--- config.mk ---
export PLATFORM = sky130hd
export DESIGN_NAME = hazard_stall_unit_flat
export DESIGN_NICKNAME = d
export VERILOG_FILES = /design/src/rtl/hazard_stall_unit_if.sv /design/src/rtl/hazard_stall_unit.sv /design/src/flat_wrapper.sv
export SDC_FILE = /design/constraint.sdc
export NUM_CORES = 1
export LEC_CHECK = 0
export CAP_MARGIN = 10
export CELL_PAD_IN_SITES_DETAIL_PLACEMENT = 1
export CELL_PAD_IN_SITES_GLOBAL_PLACEMENT = 1
export CORE_MARGIN = 2
export CORE_UTILIZATION = 23
export CTS_CLUSTER_DIAMETER = 30
export CTS_CLUSTER_SIZE = 12
export DETAILED_ROUTE_END_ITERATION = 10
export GPL_ROUTABILITY_DRIVEN = 1
export GPL_TIMING_DRIVEN = 0
export PLACE_DENSITY = 0.73
export SLEW_MARGIN = 15
export SYNTH_ARGS = -nofsm -noshare
export SYNTH_HDL_FRONTEND = slang
export SYNTH_SLANG_ARGS = --single-unit
--- constraint.sdc ---
create_clock -name CLK -period 1.6 [get_ports CLK]
set_input_delay 0.24 -clock CLK [delete_from_list [all_inputs] [get_ports CLK]]
set_output_delay 0.24 -clock CLK [all_outputs]
set_load 0.01 [all_outputs]
--- src/rtl/hazard_stall_unit_if.sv ---
// hazard_stall_unit_if: signal bundle between the ID-stage pipeline control and
// the hazard/stall controller.
//   master : pipeline side, drives ID/EX/MEM/WB hazard inputs, receives controls
//   slave  : hazard_stall_unit
// Inputs : ID_Rn/Rm/Rd + use bits, ID_B_instr, Cond_true, EX/MEM/WB_Rd + RF
//          enables, EX_Load_Inst, mem_req, mem_ready
// Outputs: fwd_A/B/C, PC_enable, IFID_enable, IFID_flush, CU_nop, pipe_hold,
//          mem_timeout, state, stall_cnt, flush_cnt
interface hazard_stall_unit_if #(
    parameter int unsigned CNT_W = 16
);
    logic [3:0]       ID_Rn;
    logic [3:0]       ID_Rm;
    logic [3:0]       ID_Rd;
    logic             ID_use_Rn;
    logic             ID_use_Rm;
    logic             ID_use_Rd;
    logic             ID_B_instr;
    logic             Cond_true;
    logic [3:0]       EX_Rd;
    logic [3:0]       MEM_Rd;
    logic [3:0]       WB_Rd;
    logic             EX_RF_enable;
    logic             MEM_RF_enable;
    logic             WB_RF_enable;
    logic             EX_Load_Inst;
    logic             mem_req;
    logic             mem_ready;
    logic [1:0]       fwd_A;
    logic [1:0]       fwd_B;
    logic [1:0]       fwd_C;
    logic             PC_enable;
    logic             IFID_enable;
    logic             IFID_flush;
    logic             CU_nop;
    logic             pipe_hold;
    logic             mem_timeout;
    logic [1:0]       state;
    logic [CNT_W-1:0] stall_cnt;
    logic [CNT_W-1:0] flush_cnt;

    modport master (
        output ID_Rn, ID_Rm, ID_Rd, ID_use_Rn, ID_use_Rm, ID_use_Rd,
               ID_B_instr, Cond_true, EX_Rd, MEM_Rd, WB_Rd,
               EX_RF_enable, MEM_RF_enable, WB_RF_enable, EX_Load_Inst,
               mem_req, mem_ready,
        input  fwd_A, fwd_B, fwd_C, PC_enable, IFID_enable, IFID_flush,
               CU_nop, pipe_hold, mem_timeout, state, stall_cnt, flush_cnt
    );

    modport slave (
        input  ID_Rn, ID_Rm, ID_Rd, ID_use_Rn, ID_use_Rm, ID_use_Rd,
               ID_B_instr, Cond_true, EX_Rd, MEM_Rd, WB_Rd,
               EX_RF_enable, MEM_RF_enable, WB_RF_enable, EX_Load_Inst,
               mem_req, mem_ready,
        output fwd_A, fwd_B, fwd_C, PC_enable, IFID_enable, IFID_flush,
               CU_nop, pipe_hold, mem_timeout, state, stall_cnt, flush_cnt
    );
endinterface

--- src/rtl/hazard_stall_unit.sv ---
// hazard_stall_unit: hazard and stall controller for the 5-stage ARM pipeline.
// Produces operand forwarding selects, load-use bubbles, IF/ID flushes on taken
// branches and whole-pipe holds during data-memory waits (with timeout).
// Ports:
//   CLK  - pipeline clock, rising edge
//   CLR  - asynchronous active-low reset
//   bus  - hazard_stall_unit_if.slave (hazard inputs, control outputs)
// Parameters: WAIT_MAX (memory-wait cycles before timeout, 1..255), CNT_W.
// Optional feature macro: HAZARD_STATS_EN enables the saturating stall/flush
// statistics counters; when undefined both counters read 0.
module hazard_stall_unit #(
    parameter int unsigned WAIT_MAX = 15,
    parameter int unsigned CNT_W    = 16
) (
    input  logic                 CLK,
    input  logic                 CLR,
    hazard_stall_unit_if.slave   bus
);

    localparam int unsigned REG_W  = 4;
    localparam int unsigned WCNT_W = 8;
    localparam logic [REG_W-1:0]  PC_REG     = REG_W'(15);
    localparam logic [WCNT_W-1:0] WAIT_LIMIT = WCNT_W'(WAIT_MAX);

    typedef enum logic [1:0] {
        ST_RUN        = 2'b00,
        ST_MEM_WAIT   = 2'b01,
        ST_LOAD_STALL = 2'b10,
        ST_ERROR      = 2'b11
    } state_t;

    state_t              state_q, state_d;
    logic [WCNT_W-1:0]   wait_q, wait_d;
    logic                timeout_q, timeout_d;

    logic load_use_c;
    logic branch_c;
    logic hold_req_c;
    logic hold_c;
    logic pc_en_c;
    logic ifid_en_c;
    logic flush_c;
    logic nop_c;

    // Youngest producing stage wins; R15 and unused fields always read the RF.
    function automatic logic [1:0] fwd_sel(
        input logic             use_f,
        input logic [REG_W-1:0] src,
        input logic             ex_en,
        input logic [REG_W-1:0] ex_rd,
        input logic             mem_en,
        input logic [REG_W-1:0] mem_rd,
        input logic             wb_en,
        input logic [REG_W-1:0] wb_rd
    );
        logic [1:0] sel;
        sel = 2'b00;
        if (use_f && src != PC_REG) begin
            if (ex_en && ex_rd == src) begin
                sel = 2'b01;
            end else if (mem_en && mem_rd == src) begin
                sel = 2'b10;
            end else if (wb_en && wb_rd == src) begin
                sel = 2'b11;
            end
        end
        return sel;
    endfunction

    // Load in EX whose destination feeds a used source of the ID instruction.
    always_comb begin
        load_use_c = bus.EX_Load_Inst && bus.EX_RF_enable && (bus.EX_Rd != PC_REG) &&
                     ((bus.ID_use_Rn && bus.ID_Rn == bus.EX_Rd) ||
                      (bus.ID_use_Rm && bus.ID_Rm == bus.EX_Rd) ||
                      (bus.ID_use_Rd && bus.ID_Rd == bus.EX_Rd));
        branch_c   = bus.ID_B_instr && bus.Cond_true;
        hold_req_c = bus.mem_req && !bus.mem_ready;
    end

    // State register and sticky timeout flag.
    always_ff @(posedge CLK or negedge CLR) begin
        if (!CLR) begin
            state_q   <= ST_RUN;
            wait_q    <= '0;
            timeout_q <= 1'b0;
        end else begin
            state_q   <= state_d;
            wait_q    <= wait_d;
            timeout_q <= timeout_d;
        end
    end

    // Next state and pipeline controls; priority ERROR > hold > load-use > branch.
    always_comb begin
        state_d   = state_q;
        wait_d    = wait_q;
        timeout_d = timeout_q;
        hold_c    = 1'b0;
        pc_en_c   = 1'b1;
        ifid_en_c = 1'b1;
        flush_c   = 1'b0;
        nop_c     = 1'b0;

        if (state_q == ST_ERROR) begin
            hold_c    = 1'b1;
            pc_en_c   = 1'b0;
            ifid_en_c = 1'b0;
        end else begin
            // Memory hold is only honoured in RUN and MEM_WAIT.
            hold_c = hold_req_c && (state_q != ST_LOAD_STALL);
            if (hold_c) begin
                pc_en_c   = 1'b0;
                ifid_en_c = 1'b0;
            end else if (load_use_c) begin
                pc_en_c   = 1'b0;
                ifid_en_c = 1'b0;
                nop_c     = 1'b1;
            end else if (branch_c) begin
                flush_c   = 1'b1;
            end
        end

        case (state_q)
            ST_RUN: begin
                if (hold_c) begin
                    state_d = ST_MEM_WAIT;
                    wait_d  = WCNT_W'(1);
                end else if (load_use_c) begin
                    state_d = ST_LOAD_STALL;
                end
            end
            ST_MEM_WAIT: begin
                if (hold_c) begin
                    if (wait_q == WAIT_LIMIT) begin
                        state_d   = ST_ERROR;
                        timeout_d = 1'b1;
                    end else begin
                        wait_d = wait_q + WCNT_W'(1);
                    end
                end else begin
                    state_d = ST_RUN;
                    wait_d  = '0;
                end
            end
            ST_LOAD_STALL: begin
                state_d = ST_RUN;
            end
            default: begin
                state_d = ST_ERROR;
            end
        endcase
    end

    // Forwarding selects are suppressed while in ERROR.
    assign bus.fwd_A = (state_q == ST_ERROR) ? 2'b00 :
        fwd_sel(bus.ID_use_Rn, bus.ID_Rn, bus.EX_RF_enable, bus.EX_Rd,
                bus.MEM_RF_enable, bus.MEM_Rd, bus.WB_RF_enable, bus.WB_Rd);
    assign bus.fwd_B = (state_q == ST_ERROR) ? 2'b00 :
        fwd_sel(bus.ID_use_Rm, bus.ID_Rm, bus.EX_RF_enable, bus.EX_Rd,
                bus.MEM_RF_enable, bus.MEM_Rd, bus.WB_RF_enable, bus.WB_Rd);
    assign bus.fwd_C = (state_q == ST_ERROR) ? 2'b00 :
        fwd_sel(bus.ID_use_Rd, bus.ID_Rd, bus.EX_RF_enable, bus.EX_Rd,
                bus.MEM_RF_enable, bus.MEM_Rd, bus.WB_RF_enable, bus.WB_Rd);

    assign bus.PC_enable   = pc_en_c;
    assign bus.IFID_enable = ifid_en_c;
    assign bus.IFID_flush  = flush_c;
    assign bus.CU_nop      = nop_c;
    assign bus.pipe_hold   = hold_c;
    assign bus.mem_timeout = timeout_q;
    assign bus.state       = state_q;

`ifdef HAZARD_STATS_EN
    localparam logic [CNT_W-1:0] CNT_MAX = '1;
    logic [CNT_W-1:0] stall_cnt_q;
    logic [CNT_W-1:0] flush_cnt_q;

    // Saturating counters of PC-stalled cycles and IF/ID flushes.
    always_ff @(posedge CLK or negedge CLR) begin
        if (!CLR) begin
            stall_cnt_q <= '0;
            flush_cnt_q <= '0;
        end else begin
            if (!pc_en_c && stall_cnt_q != CNT_MAX) begin
                stall_cnt_q <= stall_cnt_q + CNT_W'(1);
            end
            if (flush_c && flush_cnt_q != CNT_MAX) begin
                flush_cnt_q <= flush_cnt_q + CNT_W'(1);
            end
        end
    end

    assign bus.stall_cnt = stall_cnt_q;
    assign bus.flush_cnt = flush_cnt_q;
`else
    assign bus.stall_cnt = CNT_W'(0);
    assign bus.flush_cnt = CNT_W'(0);
`endif

endmodule
--- src/flat_wrapper.sv ---
// flat-port wrapper written by rule: the top's interface ports become plain ports
module hazard_stall_unit_flat 
#(
    parameter int unsigned WAIT_MAX = 15,
    parameter int unsigned CNT_W    = 16
)
  (CLK, CLR, bus_ID_Rn, bus_ID_Rm, bus_ID_Rd, bus_ID_use_Rn, bus_ID_use_Rm, bus_ID_use_Rd, bus_ID_B_instr, bus_Cond_true, bus_EX_Rd, bus_MEM_Rd, bus_WB_Rd, bus_EX_RF_enable, bus_MEM_RF_enable, bus_WB_RF_enable, bus_EX_Load_Inst, bus_mem_req, bus_mem_ready, bus_fwd_A, bus_fwd_B, bus_fwd_C, bus_PC_enable, bus_IFID_enable, bus_IFID_flush, bus_CU_nop, bus_pipe_hold, bus_mem_timeout, bus_state, bus_stall_cnt, bus_flush_cnt);
  hazard_stall_unit_if #(.CNT_W(CNT_W)) bus_i ();
  input  logic CLK;
  input  logic CLR;
  input wire logic [$bits(bus_i.ID_Rn)-1:0] bus_ID_Rn;
  input wire logic [$bits(bus_i.ID_Rm)-1:0] bus_ID_Rm;
  input wire logic [$bits(bus_i.ID_Rd)-1:0] bus_ID_Rd;
  input wire logic [$bits(bus_i.ID_use_Rn)-1:0] bus_ID_use_Rn;
  input wire logic [$bits(bus_i.ID_use_Rm)-1:0] bus_ID_use_Rm;
  input wire logic [$bits(bus_i.ID_use_Rd)-1:0] bus_ID_use_Rd;
  input wire logic [$bits(bus_i.ID_B_instr)-1:0] bus_ID_B_instr;
  input wire logic [$bits(bus_i.Cond_true)-1:0] bus_Cond_true;
  input wire logic [$bits(bus_i.EX_Rd)-1:0] bus_EX_Rd;
  input wire logic [$bits(bus_i.MEM_Rd)-1:0] bus_MEM_Rd;
  input wire logic [$bits(bus_i.WB_Rd)-1:0] bus_WB_Rd;
  input wire logic [$bits(bus_i.EX_RF_enable)-1:0] bus_EX_RF_enable;
  input wire logic [$bits(bus_i.MEM_RF_enable)-1:0] bus_MEM_RF_enable;
  input wire logic [$bits(bus_i.WB_RF_enable)-1:0] bus_WB_RF_enable;
  input wire logic [$bits(bus_i.EX_Load_Inst)-1:0] bus_EX_Load_Inst;
  input wire logic [$bits(bus_i.mem_req)-1:0] bus_mem_req;
  input wire logic [$bits(bus_i.mem_ready)-1:0] bus_mem_ready;
  output wire logic [$bits(bus_i.fwd_A)-1:0] bus_fwd_A;
  output wire logic [$bits(bus_i.fwd_B)-1:0] bus_fwd_B;
  output wire logic [$bits(bus_i.fwd_C)-1:0] bus_fwd_C;
  output wire logic [$bits(bus_i.PC_enable)-1:0] bus_PC_enable;
  output wire logic [$bits(bus_i.IFID_enable)-1:0] bus_IFID_enable;
  output wire logic [$bits(bus_i.IFID_flush)-1:0] bus_IFID_flush;
  output wire logic [$bits(bus_i.CU_nop)-1:0] bus_CU_nop;
  output wire logic [$bits(bus_i.pipe_hold)-1:0] bus_pipe_hold;
  output wire logic [$bits(bus_i.mem_timeout)-1:0] bus_mem_timeout;
  output wire logic [$bits(bus_i.state)-1:0] bus_state;
  output wire logic [$bits(bus_i.stall_cnt)-1:0] bus_stall_cnt;
  output wire logic [$bits(bus_i.flush_cnt)-1:0] bus_flush_cnt;
  assign bus_i.ID_Rn = bus_ID_Rn;
  assign bus_i.ID_Rm = bus_ID_Rm;
  assign bus_i.ID_Rd = bus_ID_Rd;
  assign bus_i.ID_use_Rn = bus_ID_use_Rn;
  assign bus_i.ID_use_Rm = bus_ID_use_Rm;
  assign bus_i.ID_use_Rd = bus_ID_use_Rd;
  assign bus_i.ID_B_instr = bus_ID_B_instr;
  assign bus_i.Cond_true = bus_Cond_true;
  assign bus_i.EX_Rd = bus_EX_Rd;
  assign bus_i.MEM_Rd = bus_MEM_Rd;
  assign bus_i.WB_Rd = bus_WB_Rd;
  assign bus_i.EX_RF_enable = bus_EX_RF_enable;
  assign bus_i.MEM_RF_enable = bus_MEM_RF_enable;
  assign bus_i.WB_RF_enable = bus_WB_RF_enable;
  assign bus_i.EX_Load_Inst = bus_EX_Load_Inst;
  assign bus_i.mem_req = bus_mem_req;
  assign bus_i.mem_ready = bus_mem_ready;
  assign bus_fwd_A = bus_i.fwd_A;
  assign bus_fwd_B = bus_i.fwd_B;
  assign bus_fwd_C = bus_i.fwd_C;
  assign bus_PC_enable = bus_i.PC_enable;
  assign bus_IFID_enable = bus_i.IFID_enable;
  assign bus_IFID_flush = bus_i.IFID_flush;
  assign bus_CU_nop = bus_i.CU_nop;
  assign bus_pipe_hold = bus_i.pipe_hold;
  assign bus_mem_timeout = bus_i.mem_timeout;
  assign bus_state = bus_i.state;
  assign bus_stall_cnt = bus_i.stall_cnt;
  assign bus_flush_cnt = bus_i.flush_cnt;
  hazard_stall_unit #(.WAIT_MAX(WAIT_MAX), .CNT_W(CNT_W)) u_core (.CLK(CLK), .CLR(CLR), .bus(bus_i));
endmodule
# Word level (Yosys, flattened, before mapping)
# Index checks and enable logic that the tools add are counted.
# word_totals
reg_bits	11
# op_classes
add_sub_neg	1
eq_ne	25
n_mux	35
n_reduce_logical	29
# op_table
cell	n
$eq A4 B4 Y1	12
$mux W2	19
$mux W8	3
$logic_and A1 B1 Y1	21
$ne A4 B4 Y1 const B	4
$pmux W8 S2	1
$mux W1	11
$add A8 B1 Y8 const B	1
$eq A8 B4 Y1 const B	1
$ne A3 B2 Y1 const B	2
$pmux W2 S3	1
$reduce_and A3 Y1	2
$eq A2 B2 Y1 const B	2
$ne A2 B2 Y1 const B	2
$ne A3 B3 Y1 const B	1
$eq A2 B1 Y1 const B	1
$logic_not A2 Y1	1
$logic_or A1 B1 Y1	2
$reduce_and A2 Y1	1
$reduce_bool A2 Y1	1
$logic_not A1 Y1	1

# Longest topological paths before layout
# Gate-level depths: netlist (run 1).
# depth
ltp_word	8
mapped_depth	6
mapped_depth_nobuf	6

# Worst setup path before layout (run 1)
# Ideal clock, no wire load.
# synth_path
path_kind	input to output
startpoint	input port bus_EX_Rd[1]
endpoint	output port bus_PC_enable
arrival_ns	1.434
required_time_ns	1.360
slack_ns	-0.074
path_stages	6
path_buffers	1
cell_sequence	xor2_1 > nor4_1 > a222oi_1 > nor2_1 > nor2_1 > buf_4
# synth_via
elab_chain_cells	8
elab_cells_between_ends	14
cone_classes	eq/ne (4); mux (3); reduce/logical (7)
# synth_lines
element	line_no	rtl
start: declaration	flat_wrapper.sv:19	input wire logic [$bits(bus_i.EX_Rd)-1:0] bus_EX_Rd;
$eq A4 B4 Y1, on equally long branches	hazard_stall_unit.sv:73, hazard_stall_unit.sv:74	
$logic_and A1 B1 Y1, on equally long branches	hazard_stall_unit.sv:73, hazard_stall_unit.sv:74	
$logic_or A1 B1 Y1	hazard_stall_unit.sv:73	((bus.ID_use_Rn && bus.ID_Rn == bus.EX_Rd) ||
$logic_or A1 B1 Y1	hazard_stall_unit.sv:74	(bus.ID_use_Rm && bus.ID_Rm == bus.EX_Rd) ||
$logic_and A1 B1 Y1 (*)	hazard_stall_unit.sv:72	load_use_c = bus.EX_Load_Inst && bus.EX_RF_enable && (bus.EX_Rd != PC_REG) &&
$mux W1 (*) (3 in a row)	n/a	
end: declaration	flat_wrapper.sv:31	output wire logic [$bits(bus_i.PC_enable)-1:0] bus_PC_enable;
# Every way passes the cells marked *; elsewhere a longest branch is shown, timed or not.

# Worst setup path in the final report (run 1)
# layout_path
startpoint	input port bus_ID_Rn[1]
endpoint	output port bus_IFID_flush
# layout_via
elab_chain_cells	8
# layout_lines
element	line_no	rtl
start: declaration	flat_wrapper.sv:11	input wire logic [$bits(bus_i.ID_Rn)-1:0] bus_ID_Rn;
$eq A4 B4 Y1	hazard_stall_unit.sv:73	
$logic_and A1 B1 Y1	hazard_stall_unit.sv:73	
$logic_or A1 B1 Y1	hazard_stall_unit.sv:73	
$logic_or A1 B1 Y1	hazard_stall_unit.sv:74	
$logic_and A1 B1 Y1	hazard_stall_unit.sv:72	
$mux W1	hazard_stall_unit.sv:114	end else if (load_use_c) begin
$mux W1	hazard_stall_unit.sv:111	if (hold_c) begin
$mux W1	hazard_stall_unit.sv:104	if (state_q == ST_ERROR) begin
end: declaration	flat_wrapper.sv:33	output wire logic [$bits(bus_i.IFID_flush)-1:0] bus_IFID_flush;
# Every way passes these cells.

==> impl_metrics.tcl, run 1 <==
set metrics [dict create \
    outcome "complete, but fails checks" \
    violations "negative setup slack" \
    n_antenna_cell 0 \
    p_switching_uw 338 \
    dpl.cell_count 334 \
    finish.utilization_pct 44.0 \
    combinationalPowerShare_pct 44.4 \
    totalWireLength_mm 5.10 \
    synth_cell_type_count 29 \
    setup_viol 7 \
    start_kind "input pin" \
    grt_pass1_vias 1620 \
    synthArstFlopShare_pct 100 \
    start_util_pct 23.6 \
    netSwitchingFraction_pct 33.1 \
    worst_slack_ns -0.218 \
    root_buffer "clkbuf_8" \
    dp_worst_setup_slack_ns -1.21 \
    worstPathMaxFanout 4 \
    grt_pass1_wl_mm 7.60 \
    cts_buffer_depth 2 \
    die-area_sq_um 6680 \
    cp-startpoint "bus_ID_Rn[1]" \
    via_per_inst 4.48 \
    fin_crit_sh_pct 114 \
    hold_buffers 0 \
    slew_headroom_pct 61.2 \
    die_y_um 81.7 \
    pwr-share-clk_pct 28.3 \
    ios 83 \
    worstSetupPathType "input pin to output pin" \
    drive_above_1_share_pct 46.3 \
    timing.rr.start "u_core.wait_q[1]$_DFFE_PN0P_" \
    cts-buffers-inserted 3 \
    io_buffer_count 50 \
    max_clock_freq_mhz 550 \
    ff_latch_area_sq_um 278 \
    arrival_ns 1.58 \
    post-route-min-period_ns 1.82 \
    core.rowCount 28 \
    synth_warnings 0 \
    core_sq_um 5890 \
    hold_viol 0 \
    final_area_sq_um 2590 \
    power.total_mw 1.02 \
    mostFrequentLayoutCell "buf_4" \
    insertion_delay_ns 0.24 \
    intPower_uw 682 \
    postRouteAntennaNets 0 \
    grt_overflow 0 \
    dpl.hpwl_mm 3.65 \
    synth_area_sq_um 1390 \
    rsz0062_at_grt "true" \
    r2r_cells 6 \
    leakage_nw 1.18 \
    vdd.ir_drop.worst_uv 417 \
    grt_usage_pct 14.5 \
    synth_flop_cell "dfrtp_1" \
    worst_pin_slew_ns 0.581 \
    finClkSkew_ns 0.00618 \
    grt_max_degree 12 \
    drc_errors 0 \
    synth_seq_area_share_pct 19.8 \
    firstDrtPassIters 4 \
    crit_path_end_kind "output pin" \
    clk_pin_slew_ns 0.06 \
    whs_ns 0.345 \
    antenna_found_initial 0 \
    avgRoutedWirePerCell_um 14.3 \
    area_delta_synth_final_pct 86.7 \
    syn-instance-count 178 \
    syn_avg_cell_area_sq_um 7.80 \
    cap_viol_max_count 0 \
    cp.required_ns 1.36 \
    tritoncts "yes" \
    fillers 726 \
    yosys.area.top_type "dfrtp_1" \
    worstSetupEndpoint "bus_IFID_flush" \
    timing.rr.end "u_core.wait_q[0]$_DFFE_PN0P_" \
    finalMaxSlewViolations 0 \
    stdcell_count 356 \
    synth_top_area_share_pct 19.8 \
    place_area_sq_um 2120 \
    yosys_register_bits 11 \
    cts_max_level 1 \
    layout_common_cells "52 x buf_4, 32 x conb_1, 20 x xor2_1, 14 x buf_2" \
    pwr-share-seq_pct 27.3 \
    multiInputGateArea_sq_um 1290 \
    synth.area.top_cells "dfrtp_1 20%, xor2_1 19%, buf_4 18%" \
    rrSetupSlack_ns 0.11 \
    gpl.final_weighted_congestion 0.815 \
    synth-edff-count 0 \
    vias 1595 \
    cts_num_sinks 11 \
    die_w_um 81.7 \
    hold_class "input pin to async pin" \
    drt_iter0_drc 41 \
    power.density_nw_per_um2 393 \
    fin_nets 320 \
    timing.setup.tns_ns -0.809 \
]
## how the worst min path moves through the flow
stage                     depth (start not counted)                                 end  slack (ns)                               start
after global placement                            1  u_core.bus.mem_timeout$_DFFE_PN0P_        0.44  u_core.bus.mem_timeout$_DFFE_PN0P_
final                                             1        u_core.wait_q[0]$_DFFE_PN0P_        0.35                                 CLR
after CTS                                         1        u_core.wait_q[0]$_DFFE_PN0P_        0.36                                 CLR
after detailed placement                          1  u_core.bus.mem_timeout$_DFFE_PN0P_        0.47  u_core.bus.mem_timeout$_DFFE_PN0P_
after global routing                              1        u_core.wait_q[0]$_DFFE_PN0P_        0.38                                 CLR
after floorplan                                   0                           async pin       -0.06                                 CLR
## power groups by stage
stage	clock network, mW	logic (mW)	registers (mW)
6_report	0.288	0.453	0.278
5_1_grt	0.303	0.486	0.278
4_1_cts	0.291	0.373	0.278
3_5_place_dp	0	0.345	0.283
3_3_place_gp	0	0.337	0.283
2_1_floorplan	0	0.188	0.283
## synthesized netlist by cell type, drive strengths merged, types with 2 or more instances
| master | instances |
|---|---|
| nor2b | 4 |
| buf | 33 |
| nand4 | 5 |
| xnor2 | 6 |
| o211ai | 3 |
| nor4 | 7 |
| xor2 | 30 |
| a21oi | 4 |
| nor3b | 2 |
| o21ai | 8 |
| nand2 | 15 |
| nor3 | 7 |
| nor2 | 13 |
| nand3 | 10 |
| mux2i | 4 |
| dfrtp | 11 |
| a22oi | 3 |
| a211oi | 3 |
## critical path, stage by stage
cell	delay, ns
buf_12	0.11
xor2_4	0.19
nor4_4	0.07
a222oi_1	0.44
nor2_1	0.13
buf_4	0.16
nor3_2	0.08
buf_2	0.15
## routing by layer
layer  share of wire (%)  vias to the layer above  GRT usage, %
li1                    -                      762             -
met1                  36                      771          15.5
met2                  57                       58          29.6
met3                 5.9                        4          3.08
met4                0.65                        0          1.83
met5                   0                        -             0
## final cells by class
class | count | share of cell area [%]
multi-input combinational | 164 | 49.8
timing repair buffer | 68 | 24.3
sequential | 11 | 10.7
buffer | 34 | 9.75
tap | 75 | 3.62
clock buffer | 3 | 1.59
clock inverter | 1 | 0.193
## kinds of logic after synthesis
family	count (synthesis)	share of synthesized area (%)
flip-flops	11	19.8
other	1	0.270
AND/OR/NAND/NOR	66	23.9
multiplexers	4	2.88
buffers and inverters	34	18.1
AO/OA/AOI/OAI	25	11.4
XOR/XNOR	36	22.7
adder cells (fa/ha/maj)	1	0.901
## timing repair
| action | in CTS | in global routing |
|---|---|---|
| endpoints found under the setup margin | 17 | 17 |
| buffers inserted | 19 | 6 |
| resized for setup | 186 | 61 |
| pin swaps | 34 | 33 |
## state kept, by name (all words and copies together) (netlist names), named ones only
register and count:
u_core.bus.state 1, u_core.bus.mem_timeout 1, u_core.wait_q 8
(Power assumes the default switching activity.)
==> inputs of run 2 (changes only) <==
--- a/config.mk
+++ b/config.mk
@@ -13,7 +13,6 @@
 export CTS_CLUSTER_DIAMETER = 30
 export CTS_CLUSTER_SIZE = 12
 export DETAILED_ROUTE_END_ITERATION = 10
-export GPL_ROUTABILITY_DRIVEN = 1
 export GPL_TIMING_DRIVEN = 0
 export PLACE_DENSITY = 0.73
 export SLEW_MARGIN = 15
==> results of run 2 <==
Same layout as run 1: the final DEF is identical, and so are final timing and power.
==> RTL edit 1, RTL diff (flow settings as in run 2) <==
`WAIT_MAX` is set to 15 in 2 places; all go to 7.
--- a/src/rtl/hazard_stall_unit.sv
+++ b/src/rtl/hazard_stall_unit.sv
@@ -9,7 +9,7 @@
 // Optional feature macro: HAZARD_STATS_EN enables the saturating stall/flush
 // statistics counters; when undefined both counters read 0.
 module hazard_stall_unit #(
-    parameter int unsigned WAIT_MAX = 15,
+    parameter int unsigned WAIT_MAX = 7,
     parameter int unsigned CNT_W    = 16
 ) (
     input  logic                 CLK,
--- a/src/flat_wrapper.sv
+++ b/src/flat_wrapper.sv
@@ -1,7 +1,7 @@
 // flat-port wrapper written by rule: the top's interface ports become plain ports
 module hazard_stall_unit_flat 
 #(
-    parameter int unsigned WAIT_MAX = 15,
+    parameter int unsigned WAIT_MAX = 7,
     parameter int unsigned CNT_W    = 16
 )
   (CLK, CLR, bus_ID_Rn, bus_ID_Rm, bus_ID_Rd, bus_ID_use_Rn, bus_ID_use_Rm, bus_ID_use_Rd, bus_ID_B_instr, bus_Cond_true, bus_EX_Rd, bus_MEM_Rd, bus_WB_Rd, bus_EX_RF_enable, bus_MEM_RF_enable, bus_WB_RF_enable, bus_EX_Load_Inst, bus_mem_req, bus_mem_ready, bus_fwd_A, bus_fwd_B, bus_fwd_C, bus_PC_enable, bus_IFID_enable, bus_IFID_flush, bus_CU_nop, bus_pipe_hold, bus_mem_timeout, bus_state, bus_stall_cnt, bus_flush_cnt);
Check against the original RTL: not equivalent (Yosys sat finds a counterexample within 10 cycles, from zero or initial values).
==> RTL edit 1 against run 2 <==
The flow still finishes with violations (negative setup slack). Cell area decreased by 3.3%. Worst setup slack gained 0.014 ns. Sequential cell count unchanged. Synthesized area up 2.1%. Power increased by 11%. Routed wire length decreased by 3.7%. Die area is 2.0% higher. Critical endpoint is now bus_fwd_B[0]. Largest power group unchanged.
==> RTL edit 1: results (changes against run 2) <==
Synthesis
  – Synth Area in XOR/XNOR: 22.2% (was 22.7%)
  – Synth cell types: 29 (unchanged)
  – Compound-cell area share of the yosys netlist: 12.4% (was 11.4%)
  – Synth warnings: 0 (unchanged)
  – Mux share of post-synthesis cell area: 2.12% (was 2.88%)
  – Adder-cell share of the synthesized area: 0.883% (was 0.901%)
  – Netlist Area Pre-Place: 1420 µm² (was 1390 µm²)
  – Seq/Total Area, Yosys: 19.4% (was 19.8%)
  – Synth Flop Type: dfrtp_1 (unchanged)
  – Ys async rst share: 100% (unchanged)
  – Post-synth top cells: buf_4, xor2_1, nand2_1 (unchanged)
  – Largest cells by area after synthesis: dfrtp_1, xor2_1, buf_4 (unchanged)

Placement
  – Buffers on Ports: 50 (unchanged)
  – Post-DP Area: 2150 µm² (was 2120 µm²)
  – DP HPWL: 3620 µm (was 3650 µm)
  – Setup Slack @ Placement: -1.23 ns (was -1.21 ns)
  – Routability cong.: 0.805 (was 0.815)

Worst setup path
  – Critical path fanouts, max: 4 (unchanged)
  – FF-to-FF End: u_core.wait_q[0]$_DFFE_PN0P_ (unchanged)
  – Worst Path Arrival: 1.56 ns (was 1.58 ns)
  – Flop-to-flop setup slack: -0.12 ns (was 0.11 ns)
  – Worst Reg2Reg Path Length in Cells: 5 (was 6)
  – FF-to-FF Start: u_core.wait_q[6]$_DFFE_PN0P_ (was u_core.wait_q[1]$_DFFE_PN0P_)

STA
  – Hold WS: 0.337 ns (was 0.345 ns)
  – Final Hold Viols: 0 (unchanged)
  – Worst setup margin: -0.204 ns (was -0.218 ns)
  – Final setup violation count: 10 (was 7)
  – Setup_tns: -1.23 ns (was -0.809 ns)
  – Clock skew after layout: 0.0101 ns (was 0.00618 ns)
  – Tightest Pin Transition: 0.520 ns (was 0.581 ns)

Min path
  – Worst hold path type: input port to asynchronous set/reset pin (unchanged)

Global routing
  – First-pass GRT wire length: 7410 µm (was 7600 µm)
  – Largest net degree at the start of global routing: 12 (unchanged)
  – Total GRT Usage: 13.8% (was 14.5%)
  – Antenna violations before repair: 0 (unchanged)

Run status
  – Failing checks: negative setup slack (unchanged)
  – Status: finished, violations left (unchanged)

Final layout
  – Share of cells above drive strength 1: 45.5% (was 46.3%)
  – Max FFs per register: 8 (unchanged)
  – Final Net Count: 327 (was 320)
  – Reg with most FFs: u_core.wait_q (unchanged)
  – # diodes: 0 (unchanged)

Clock tree
  – Clock Latency Late Sink: 0.25 ns
  – Clk buf depth: 2 (unchanged)
  – Reg clk slew, reported paths: 0.06 ns (about the same)
  – CTS Root Cell: clkbuf_8 (unchanged)
  – H-tree levels: 1 (unchanged)
  – CTS Buf Count: 3 (unchanged)

Routing
  – Via count: 1,602 (was 1,595)
  – Drt wl/cell: 13.5 µm (was 14.3 µm)
  – First-pass DRT Iterations: 4 (unchanged)
  – Number of DRC markers in iteration 0: 30 (was 41)

Power
  – Maximum vdd ir drop: 0.000450 V (was 0.000417 V)
  – Net Sw Frac: 35.2% (was 33.1%)
  – Leak pwr: 1.20 nW (was 1.18 nW)
RTL edit 1: cell types whose count changed after synthesis, sizes merged, moves of 2 or more:
cell,change
nor2,+2
nor3b,-2
a21oi,+3
o211ai,-3
o21ai,+2
RTL edit 1: kinds of logic (layout without fill, tap and decap cells):
group,after synthesis,after routing
buffers and inverters,35,109
AND/OR/NAND/NOR,68,68
AO/OA/AOI/OAI,28,28
multiplexers,3,3
flip-flops,11,11
XOR/XNOR,36,36
other,1,32
adder cells (fa/ha/maj),1,1
RTL edit 1: per-stage QoR:
stage                     power [mW]  instances  util, %
after floorplan                0.557        214        -
after global placement         0.750        339     36.1
after detailed placement       0.761        339     36.1
after CTS                       1.09        359     39.5
after global routing            1.21        363     42.1
final                           1.13        363     42.1
RTL edit 1: worst max-delay path: stages:
cell and delay [ns]:
buf_12 0.11, xor2_2 0.17, nor4_2 0.33, buf_4 0.17
buf_4 0.09, buf_4 0.10, a22oi_1 0.09, nor2_1 0.11
buf_2 0.15
RTL edit 1: worst max path at each step:
stage | start | endpoint | slack, ns | depth (start not counted)
finish | bus_EX_Rd[2] | bus_fwd_B[0] | -0.20 | 9
global route | bus_EX_Rd[2] | bus_fwd_B[0] | -0.31 | 9
CTS | bus_ID_Rn[2] | bus_PC_enable | -0.18 | 8
detailed placement | bus_ID_Rn[3] | bus_PC_enable | -1.23 | 8
global placement | bus_EX_Rd[1] | bus_IFID_flush | -1.20 | 7
floorplan | u_core.wait_q[6]$_DFFE_PN0P_ | u_core.wait_q[0]$_DFFE_PN0P_ | -0.06 | 5
RTL edit 1: cell type report:
class | instances | area (µm²)
timing repair buffer | 71 | 612
clock inverter | 1 | 5.00
multi-input combinational | 168 | 1220
clock buffer | 3 | 41.3
buffer | 34 | 259
tap | 75 | 93.8
sequential | 11 | 278
fill | 743 | 3450
RTL edit 1: routing by layer:
metal	share of wire [%]	routed length, µm	vias to the layer above	global-route usage, %
met5	0	0	-	0
met3	5.5	271	6	1.96
met1	39	1890	773	15.9
li1	-	-	770	-
met2	55	2700	53	27.4
met4	1.0	49	0	1.48
RTL edit 1: timing repair:
item,CTS,global route
endpoints found under the setup margin,21,20
buffers inserted,20,6
pin swaps,41,18
gates resized for setup,198,26
RTL edit 1: power by group through the flow:
stage	Combinational [mW]	Clock, mW	Sequential, mW
after floorplan	0.249	0	0.308
after global placement	0.440	0	0.310
after detailed placement	0.451	0	0.311
after CTS	0.482	0.297	0.309
after global routing	0.582	0.314	0.312
final	0.533	0.288	0.310
==> RTL edit 2, RTL diff (settings of run 2) <==
Made on the original files. Build with the macro `HAZARD_STATS_EN` defined.
--- a/src/rtl/hazard_stall_unit.sv
+++ b/src/rtl/hazard_stall_unit.sv
@@ -8,6 +8,8 @@
 // Parameters: WAIT_MAX (memory-wait cycles before timeout, 1..255), CNT_W.
 // Optional feature macro: HAZARD_STATS_EN enables the saturating stall/flush
 // statistics counters; when undefined both counters read 0.
+`define HAZARD_STATS_EN
+
 module hazard_stall_unit #(
     parameter int unsigned WAIT_MAX = 15,
     parameter int unsigned CNT_W    = 16
Function: changed (a bounded check fails within 4 cycles, from zero or initial values).
==> RTL edit 2 against run 2 <==
Core utilization shrank 3.3 points. Sequential cell count grew 32. Maximum frequency shrank 14%. Count of clock-buffer cells in the layout grew 4. Critical path depth grew 1. Non-clock buffer count grew 19. Synthesized area grew 89%. First-iteration DRC count grew to 2.8 times the old value. Cell area grew 77%. The flow still finishes with violations (negative setup slack). Critical path type unchanged. Sequential share of layout area grew 13 points. Worst setup slack lost 0.30 ns. Routed wire length grew 87%. Power grew to 3.5 times the old value.
==> RTL edit 2: results (changes against run 2) <==
Run status
  – Status: finished, violations left (unchanged)
  – Failing checks: negative setup slack (unchanged)

Final layout
  – Multi-input combinational area share: 44.0% (was 49.8%)
  – Fin area: 4590 µm² (was 2590 µm²)
  – # fillers: 1,253 (was 726)
  – Non-clock buffer share: 24.9% (was 34.1%)
  – ClkCell Share: 3.00% (was 1.79%)
  – Final Net Count: 449 (was 320)
  – # clk buffers: 7 (was 3)
  – Post-route insts no fill: 554 (was 356)

Global routing
  – Vias in the first global route: 2,915 (was 1,620)
  – Antenna violations before repair: 1 (was 0)

STA
  – Final setup violation count: 45 (was 7)
  – Hold WS: 0.453 ns (was 0.345 ns)
  – Worst setup margin: -0.521 ns (was -0.218 ns)
  – Tightest Pin Transition: 0.553 ns (was 0.581 ns)
  – Clock skew after layout: 0.00524 ns (was 0.00618 ns)

Synthesis
  – Yosys reg bits: 43 (was 11)
  – Syn Area/Cell: 9.28 µm² (was 7.80 µm²)
  – Synth cell types: 41 (was 29)
  – Compound-cell area share of the yosys netlist: 10.0% (was 11.4%)
  – Mux share of post-synthesis cell area: 0.429% (was 2.88%)

Placement
  – Routability cong.: 0.875 (was 0.815)
  – Post-DP Area: 3680 µm² (was 2120 µm²)
  – Placed Cells: 509 (was 334)

Routing
  – Drt wl/cell: 17.2 µm (was 14.3 µm)
  – Routed met3 length: 272 µm (was 301 µm)

Power
  – Maximum vdd ir drop: 0.000499 V (was 0.000417 V)

Worst setup path
  – FF-to-FF Start: u_core.bus.stall_cnt[0]$_DFFE_PN0P_ (was u_core.wait_q[1]$_DFFE_PN0P_)

Clock tree
  – Clock Latency Late Sink: 0.29 ns (was 0.24 ns)
  – CTS Buf Count: 5 (was 3)

Floorplanning
  – Die W: 111 µm (was 81.7 µm)
[RTL edit 2: cell count changes after synthesis, sizes merged, moves of 7 or more]
cell / run 2 / this run
nor2: 13 / 24
buf: 33 / 2
xnor2: 6 / 18
and3: 0 / 9
dfrtp: 11 / 43
nand3: 10 / 23
inv: 0 / 7
xor2: 30 / 47
nand2: 15 / 22
[RTL edit 2: power by group through the flow]
stage | clock network, mW | registers (mW) | logic (mW)
2_1_floorplan | 0 | 1.46 | 0.372
3_3_place_gp | 0 | 1.43 | 0.923
3_5_place_dp | 0 | 1.44 | 0.953
4_1_cts | 1.01 | 1.42 | 1.12
5_1_grt | 1.06 | 1.44 | 1.31
6_report | 0.984 | 1.41 | 1.21
[RTL edit 2: worst max-delay path, delay by kind of cell]
kind | cells | cell delay (ns)
and+or+nand+nor | 3 | 0.82
AOI/OAI and AO/OA | 1 | 0.16
buffers and inverters | 4 | 0.51
xor gates and xnor gates | 1 | 0.16
